`config.mk`:
```
export PLATFORM = sky130hd
export DESIGN_NAME = game_round_ctrl
export DESIGN_NICKNAME = d
export VERILOG_FILES = /design/src/rtl/game_round_ctrl_pkg.sv /design/src/rtl/game_round_ctrl_bcd_inc2.sv /design/src/rtl/game_round_ctrl.sv
export SDC_FILE = /design/constraint.sdc
export NUM_CORES = 1
export LEC_CHECK = 0
export BUFFER_PORTS_ARGS = -buffer_cell sky130_fd_sc_hd__buf_2
export CAP_MARGIN = 20
export CORE_MARGIN = 2
export CORE_UTILIZATION = 40
export CTS_BUF_LIST = sky130_fd_sc_hd__clkbuf_4 sky130_fd_sc_hd__clkbuf_8
export DETAILED_ROUTE_END_ITERATION = 10
export PLACE_DENSITY = 0.63
export SETUP_SLACK_MARGIN = 0.02
export SYNTH_ARGS = -nofsm -noshare
export SYNTH_HDL_FRONTEND = slang
export SYNTH_SLANG_ARGS = --single-unit
```
`constraint.sdc`:
```
create_clock -name clk -period 4.4 [get_ports clk]
set_input_delay 0.44 -clock clk [delete_from_list [all_inputs] [get_ports clk]]
set_output_delay 0.44 -clock clk [all_outputs]
set_load 0.02 [all_outputs]
```
`src/rtl/game_round_ctrl_pkg.sv`:
```
// rtl/game_round_ctrl_pkg.sv - shared state encoding and key constants for the round sequencer
package game_round_ctrl_pkg;

  typedef enum logic [2:0] {
    ST_IDLE  = 3'd0,
    ST_DRAW  = 3'd1,
    ST_WAIT  = 3'd2,
    ST_CHECK = 3'd3,
    ST_OVER  = 3'd4
  } state_t;

  localparam logic [3:0] KEY_RESTART = 4'hF;

endpackage

```
`src/rtl/game_round_ctrl_bcd_inc2.sv`:
```
// rtl/game_round_ctrl_bcd_inc2.sv - two-digit BCD incrementer saturating at 99
module bcd_inc2 (
  input  logic [7:0] bcd_in,
  output logic [7:0] bcd_out
);

  always_comb begin
    bcd_out = bcd_in;
    if (bcd_in == 8'h99) begin
      bcd_out = 8'h99;
    end else if (bcd_in[3:0] == 4'd9) begin
      bcd_out = {bcd_in[7:4] + 4'd1, 4'd0};
    end else begin
      bcd_out = {bcd_in[7:4], bcd_in[3:0] + 4'd1};
    end
  end

endmodule

```
`src/rtl/game_round_ctrl.sv`:
```
// rtl/game_round_ctrl.sv - game round sequencer: draw handshake, response timing, score/lives/rounds
module game_round_ctrl
  import game_round_ctrl_pkg::*;
#(
  parameter int ROUND_TICKS = 3,
  parameter int MAX_ROUNDS  = 20,
  parameter int LIVES_INIT  = 3
) (
  input  logic       clk,
  input  logic       rst,
  input  logic       tick,
  input  logic [3:0] key,
  input  logic       pressed,
  input  logic [3:0] key_random,
  input  logic       finish_ram,
  output logic       start_ram,
  output logic       finish,
  output logic [7:0] score,
  output logic [1:0] lives,
  output logic [7:0] round_cnt,
  output logic       hit,
  output logic       miss,
  output logic [2:0] state
);

  localparam logic [1:0] LIVES_RST   = 2'(LIVES_INIT);
  localparam logic [7:0] ROUND_LIMIT = 8'(MAX_ROUNDS);
  localparam logic [3:0] TICK_LIMIT  = 4'(ROUND_TICKS);

  state_t     state_q, state_d;
  logic [3:0] timer, timer_d;
  logic       pressed_d;
  logic       press_rise;
  logic [7:0] score_inc, score_d, round_d;
  logic [1:0] lives_d, lives_dec;
  logic       hit_d, miss_d;

  assign press_rise = pressed & ~pressed_d;
  assign lives_dec  = (lives == 2'd0) ? 2'd0 : lives - 2'd1;
  assign state      = state_q;

  bcd_inc2 u_bcd_inc2 (
    .bcd_in  (score),
    .bcd_out (score_inc)
  );

  always_comb begin
    state_d = state_q;
    timer_d = timer;
    score_d = score;
    lives_d = lives;
    round_d = round_cnt;
    hit_d   = 1'b0;
    miss_d  = 1'b0;
    case (state_q)
      ST_IDLE: begin
        if (press_rise) begin
          score_d = 8'h00;
          round_d = 8'd0;
          lives_d = LIVES_RST;
          state_d = ST_DRAW;
        end
      end
      ST_DRAW: begin
        if (finish_ram && start_ram) begin
          timer_d = 4'd0;
          state_d = ST_WAIT;
        end
      end
      ST_WAIT: begin
        // A press always wins over a terminal tick arriving in the same cycle
        if (press_rise) begin
          if (key == key_random) begin
            hit_d   = 1'b1;
            score_d = score_inc;
          end else begin
            miss_d  = 1'b1;
            lives_d = lives_dec;
          end
          state_d = ST_CHECK;
        end else if (tick) begin
          if (timer + 4'd1 == TICK_LIMIT) begin
            miss_d  = 1'b1;
            lives_d = lives_dec;
            state_d = ST_CHECK;
          end else begin
            timer_d = timer + 4'd1;
          end
        end
      end
      ST_CHECK: begin
        round_d = round_cnt + 8'd1;
        if (lives == 2'd0 || round_d == ROUND_LIMIT) begin
          state_d = ST_OVER;
        end else begin
          state_d = ST_DRAW;
        end
      end
      ST_OVER: begin
        if (press_rise && key == KEY_RESTART) begin
          state_d = ST_IDLE;
        end
      end
      default: state_d = ST_IDLE;
    endcase
  end

  always_ff @(posedge clk) begin
    if (rst) begin
      state_q   <= ST_IDLE;
      timer     <= 4'd0;
      pressed_d <= 1'b0;
      start_ram <= 1'b0;
      finish    <= 1'b0;
      score     <= 8'h00;
      lives     <= LIVES_RST;
      round_cnt <= 8'd0;
      hit       <= 1'b0;
      miss      <= 1'b0;
    end else begin
      state_q   <= state_d;
      timer     <= timer_d;
      pressed_d <= pressed;
      start_ram <= (state_d == ST_DRAW);
      finish    <= (state_d == ST_OVER);
      score     <= score_d;
      lives     <= lives_d;
      round_cnt <= round_d;
      hit       <= hit_d;
      miss      <= miss_d;
    end
  end

endmodule

```
# Yosys cells after proc, flatten, opt, wreduce, memory -nomap -nowiden
# Cells that the tools add are included.
word_totals:
  ramBits: 0
  reg_bits: 30
  word_cells: 90
  latchBits: 0
  romBits: 0
  out_inout_bits: 25
  n_memories: 0
  input_bits: 13
classes:
  magnitude_cmp: 0
  n_reduce_logical: 15
  n_mux: 32
  addsub: 5
  eq_ne: 23
  multipliers: 0
  n_shift: 0
  div: 0
  bitwise: 4
ops:
  columns: ["op", "count"]
  rows:
  - ["8-bit two-way mux", 5]
  - ["8-bit case mux with 2 select lines", 2]
  - ["3-bit two-way mux", 7]
  - ["4-bit two-way mux", 4]
  - ["3-bit case mux with 5 select lines", 1]
  - ["5-bit AND reduction", 3]
  - ["2-bit inequality test (second input constant)", 7]
  - ["4-bit by 1-bit adder with 4-bit output (second input constant)", 3]
  - ["2-bit two-way mux", 6]
  - ["3-bit inequality test (second input constant)", 3]
  - ["8-bit by 1-bit adder with 8-bit output (second input constant)", 1]
  - ["4-bit equality test (second input constant)", 2]
  - ["8-bit by 5-bit equality test with 1-bit output (second input constant)", 1]
  - ["8-bit equality test (second input constant)", 1]
  - ["4-bit case mux with 2 select lines", 1]
  - ["3-bit by 1-bit equality test with 1-bit output (second input constant)", 2]
  - ["3-bit by 2-bit equality test with 1-bit output (second input constant)", 2]
  - ["3-bit equality test (second input constant)", 2]
  - ["2-bit nonzero test", 3]
  - ["1-bit two-way mux", 5]
  - ["4-bit by 2-bit equality test with 1-bit output (second input constant)", 1]
  - ["4-bit equality test", 1]
  - ["2-bit case mux with 2 select lines", 1]
  - ["4-bit AND reduction", 1]
  - ["11 further kinds", 14]

# Longest topological paths before layout
depth:
  word_depth: 7
  mapped_depth: 7
  ltp_nobuf: 7

# Hierarchy
# Synthesis repeated with hierarchy kept, for this count alone.
unflattened:
  cells_unflattened: 217
  hier_area_um2: 1808.0
by_module_without_submodules:
  columns: ["mod", "seq_area_each_um2", "area_per_inst_um2", "cells_per_inst", "instances"]
  rows:
  - ["game_round_ctrl", 600.6, 1594.0, 188, 1]
  - ["bcd_inc2", 0.0, 214.0, 29, 1]

# Least setup slack after synthesis
# Ideal clock, no wire load.
synth_path:
  path_kind: "register to register"
  startpoint: "register state_q[2] (netlist: state[2])"
  endpoint: "register score[6]"
  setup_ns: 0.096
  t_arrival_ns: 1.801
  required_ns: 4.304
  slack_ns: 2.504
  n_path_buf: 2
  stages_incl_launch_ff: 6
  period_less_slack_ns: 1.896
  cell_sequence: "dfxtp_1 buf_6 or3b_4 buf_6 or4_4 o41ai_2"
synth_via:
  elab_chain_len: 3
  word_cells_on_any_way: 9
  cone_classes: "5 x eq/ne; 1 x mux; 3 x reduce/logical"
synth_rtl:
  columns: ["element", "line", "text"]
  rows:
  - ["start, declared", "game_round_ctrl.sv:30", "state_t state_q, state_d;"]
  - ["start signal, assigned", "game_round_ctrl.sv:121", "state_q <= state_d;"]
  - ["3-bit by 2-bit equality test with 1-bit output / 3-bit zero test (equally long branches)", "game_round_ctrl.sv:55", "case (state_q)"]
  - ["3-bit by 1-bit inequality test with 1-bit output (no source line), or another cell as far along", null, null]
  - ["5-bit AND reduction (no source line)", null, null]
  - ["end signal, assigned", "game_round_ctrl.sv:126", "score <= score_d;"]
  - ["end, declared", "game_round_ctrl.sv:18", "output logic [7:0] score,"]
# Parallel ways exist; a longest one is shown, timed or not.
# A chain may end at the register's enable or synchronous reset.

# Worst setup path in the final report
layout_path:
  startpoint: "register state_q[2] (netlist: state[2])"
  endpoint: "register round_cnt[7]"
layout_via:
  elab_chain_len: 3
  word_cells_on_any_way: 6
  cone_classes: "2 x eq/ne; 1 x mux; 3 x reduce/logical"
layout_rtl:
  columns: ["element", "line", "text"]
  rows:
  - ["3-bit by 2-bit equality test with 1-bit output / 3-bit zero test (equally long branches)", "game_round_ctrl.sv:55", null]
  - ["2-bit nonzero test (no source line) / 2-bit inequality test (equally long branches)", null, null]
  - ["2-bit AND reduction (no source line)", null, null]
  - ["end signal, assigned", "game_round_ctrl.sv:128", "round_cnt <= round_d;"]
  - ["end, declared", "game_round_ctrl.sv:20", "output logic [7:0] round_cnt,"]
# Parallel ways exist; a longest one is shown, timed or not.

==> impl_summary.txt <==
----------------------------------------------------
[Placement]
  Post-Place Worst Slack ... 2.271 ns
  RD Place Congestion ... ~0.86
  Area post-placement ... approximately 2000 um^2
  Detailed placement HPWL ... ~3000 um
  Number of buffer cells added on primary ports ... 37

[Global routing]
  Number of antenna violations at the first check in global routing ... 0
  Total gr overflow ... 0
  Wire length of the first global-routing pass ... between 7000 and 8000 um
  Vias in the first global route ... about 1500
  Overall fraction of global-route tracks in use ... between 10% and 20%
  Largest net degree at the start of global routing ... 33

[STA]
  Total negative setup slack ... 0 ns
  Final WS setup ... 2.306 ns
  Final hold violation count ... 0
  Pins Over Slew Limit ... 0
  Actual transition at the worst max-transition pin ... about 0.59 ns
  Upper clock frequency limit ... 477.5 MHz
  Period utilisation layout ... a little under half
  Final setup violation count ... 0
  Setup repair after global routing missed its margin ... no
  Headroom to the max-slew limit ... between 60% and 70%
  Clock skew ... about 0.0059 ns
  Min Tclk post-route ... approximately 2.1 ns

[Run]
  # Max-Cap Violations ... 0

[Finish]
  Fraction of layout cells with a size suffix above 1 ... a little under a quarter
  Most common library cell in the layout ignoring fill and taps ... sky130_fd_sc_hd__buf_2
  Count of fill cells added during filler insertion ... roughly 430
  Final-stage net count ... 271
  Area added between synthesis and finish ... 17.19%
  Final cell area excluding filler cells ... ~2100 um^2
  Antenna Diode Count ... 0
  Top library cells by usage in the layout, fill and taps aside ... 37 x sky130_fd_sc_hd__buf_2, 30 x sky130_fd_sc_hd__dfxtp_1, 24 x sky130_fd_sc_hd__nor2_1, 19 x sky130_fd_sc_hd__a21oi_1, 17 x sky130_fd_sc_hd__nand2_1

[Drt]
  Detail Route Antenna Nets ... 0
  DRC Markers ... 0
  Average wire per cell in the routed design ... around 13 um
  Count of vias placed by the detailed router ... roughly 1700
  Vias per Instance ... around 5.6
  Iteration-0 DRC count of the detailed router ... around 110
  First-pass detailed-route iteration total ... 4
  Final Routed Wirelength ... about 4000 um

[Power and ir drop]
  Pwr Density ... ~290 nW/um^2
  Worst VDD drop ... approximately 0.00015 V
  Total leakage power ... between 0.8 and 0.9 nW

[Worst setup path]
  Crit path kind ... reg -> reg
  Data arrival time at the worst-slack endpoint ... roughly 2.3 ns
  Critical path cell sequence ... or4b_4, o21ai_0, o21ai_0, a22oi_1, nor2_1
  Element type at the critical path start ... flip-flop
  Delay contributed by the slowest stage of the critical path ... roughly 0.63 ns
  Kind of end point of the critical path ... flip-flop
  Slowest CP cell ... sky130_fd_sc_hd__or4b_4
  Dominant cell type by count on the critical path ... sky130_fd_sc_hd__o21ai_0
  Data required time of the critical path ... ~4.6 ns
  Maximum net fanout on the critical path ... 11

[Die]
  Core Area ... roughly 4300 um^2
  Number of I/O pins ... 38
  Die Outline Area ... between 5000 and 6000 um^2
  Number of placement rows ... 24
  Initial Utilization ... a little over 40%
  Height of the chip ... approximately 70 um
  Die X ... between 70 and 80 um

[Clock tree]
  Clk slew on worst S/H paths ... 0.07 ns
  Number of H-tree levels ... 2
  Master cell of the clock root buffer ... sky130_fd_sc_hd__clkbuf_8
  Clock buffer depth ... 2
  Total CTS buffers ... 5
  Num Clock Sinks ... 30
  Number of gates given a new drive strength after cts ... 0
  Clock tree from TritonCTS ... yes
  Cts hold-fix bufs ... 0
  Skew-Pair Late Insertion Delay ... around 0.29 ns
  Post-CTS Setup Repair Bufs ... 0

[Logic synthesis]
  Distinct cell type count after synthesis ... 54
  Count of flip-flops with a built-in enable after synthesis ... 0
  Most frequently used flop master after synthesis ... sky130_fd_sc_hd__dfxtp_1
  Number of synthesis warnings ... 0
  Mapped Cells ... 215
  Post-synthesis sequential area ratio ... 33.68%
  Synth Cell Area ... about 1800 um^2
  Post-Syn Nets ... around 240
  Total of flip-flops plus latches after synthesis ... 30
  Proportion of register bits with asynchronous set or reset after synthesis ... 0%
  Mean instance size in the synthesized netlist ... 8.293 um^2

[Run status]
  Run status ... completed

[Worst hold path]
  Hold/Removal Path Class ... in -> reg

----------------------------------------------------
[layout make-up]
type	instances	area, um^2	area share (%)
Inverter	5	18.77	0.8982
Tap cell	52	65.06	3.114
Sequential cell	30	600.6	28.74
Timing Repair Buffer	37	185.2	8.862
Clock buffer	8	110.1	5.269
Multi-Input combinational cell	171	1110	53.11
[sequential cells by signal (all words and copies together) (netlist names)]
name and flops:
score 8, lives 2, pressed_d 1, round_cnt 8
finish 1, state 3, timer 4, miss 1
hit 1, start_ram 1
[worst max-delay path: cells and delay by family, from the launching register on]
kind / cells / cell delay (ns)
AND/OR/NAND/NOR: 2 / 0.68
flip-flops: 1 / 0.43
AO/OA/AOI/OAI: 3 / 0.87
[path summary, 6_finish.rpt]
kind	startpoint	end	slack [ns]	cells after the start
setup / recovery	state[2]	round_cnt[7]	2.31	5
hold reg to reg	score[7]	score[7]	0.50	2
setup reg to reg	state[2]	round_cnt[7]	2.31	5
hold / removal	pressed	pressed_d	0.41	2
[cell usage after synthesis (4+ instances only)]
cell,number,share of area (%)
sky130_fd_sc_hd__dfxtp_1,30,34
sky130_fd_sc_hd__nor2_1,24,5.1
sky130_fd_sc_hd__a21oi_1,19,5.3
sky130_fd_sc_hd__nand2_1,17,3.6
sky130_fd_sc_hd__o21ai_0,16,4.5
sky130_fd_sc_hd__ha_1,8,5.6
sky130_fd_sc_hd__clkbuf_1,5,1.1
sky130_fd_sc_hd__inv_1,5,1.1
sky130_fd_sc_hd__nand3_1,5,1.4
sky130_fd_sc_hd__and3_1,4,1.4
sky130_fd_sc_hd__nand2b_1,4,1.4
sky130_fd_sc_hd__nand4b_1,4,2.0
sky130_fd_sc_hd__nor2b_1,4,1.4
sky130_fd_sc_hd__nor3_1,4,1.1
sky130_fd_sc_hd__xor2_1,4,2.0
[cells by family after synthesis]
logic type,Yosys count,share of synthesized area (%)
flip-flops,30,33.68
AO/OA/AOI/OAI,66,25.19
buffers and inverters,14,4.070
adder cells (fa/ha/maj),8,5.614
XOR/XNOR,6,2.947
AND/OR/NAND/NOR,91,28.49
[metal layers]
layer	vias to the layer above	GRT usage [%]	routed length [um]
met5	-	0	0
met4	0	7.547	64
li1	864	-	-
met2	31	25.55	1811
met1	787	23.17	1975
met3	7	5.840	175
[metrics by stage]
step,hold WS (ns),total power (W),cells,util (%)
2_1_floorplan,0.4929,0.0003287,215,-
4_1_cts,0.4032,0.0006111,303,48.32
5_1_grt,0.4118,0.0006358,303,48.32
3_5_place_dp,0.4910,0.0003473,295,45.78
3_3_place_gp,0.4914,0.0003476,295,45.78
6_report,0.4078,0.0006034,303,48.32
[where the power goes]
group / internal (W) / switching, W / total (W)
Clock: 0.000158 / 0.000104 / 0.000262
Sequential: 0.000276 / 0.00000684 / 0.000283
Combinational: 0.0000212 / 0.0000371 / 0.0000582
Total: 0.000455 / 0.000148 / 0.000603
No activity file was read; power rests on OpenSTA's default activity.
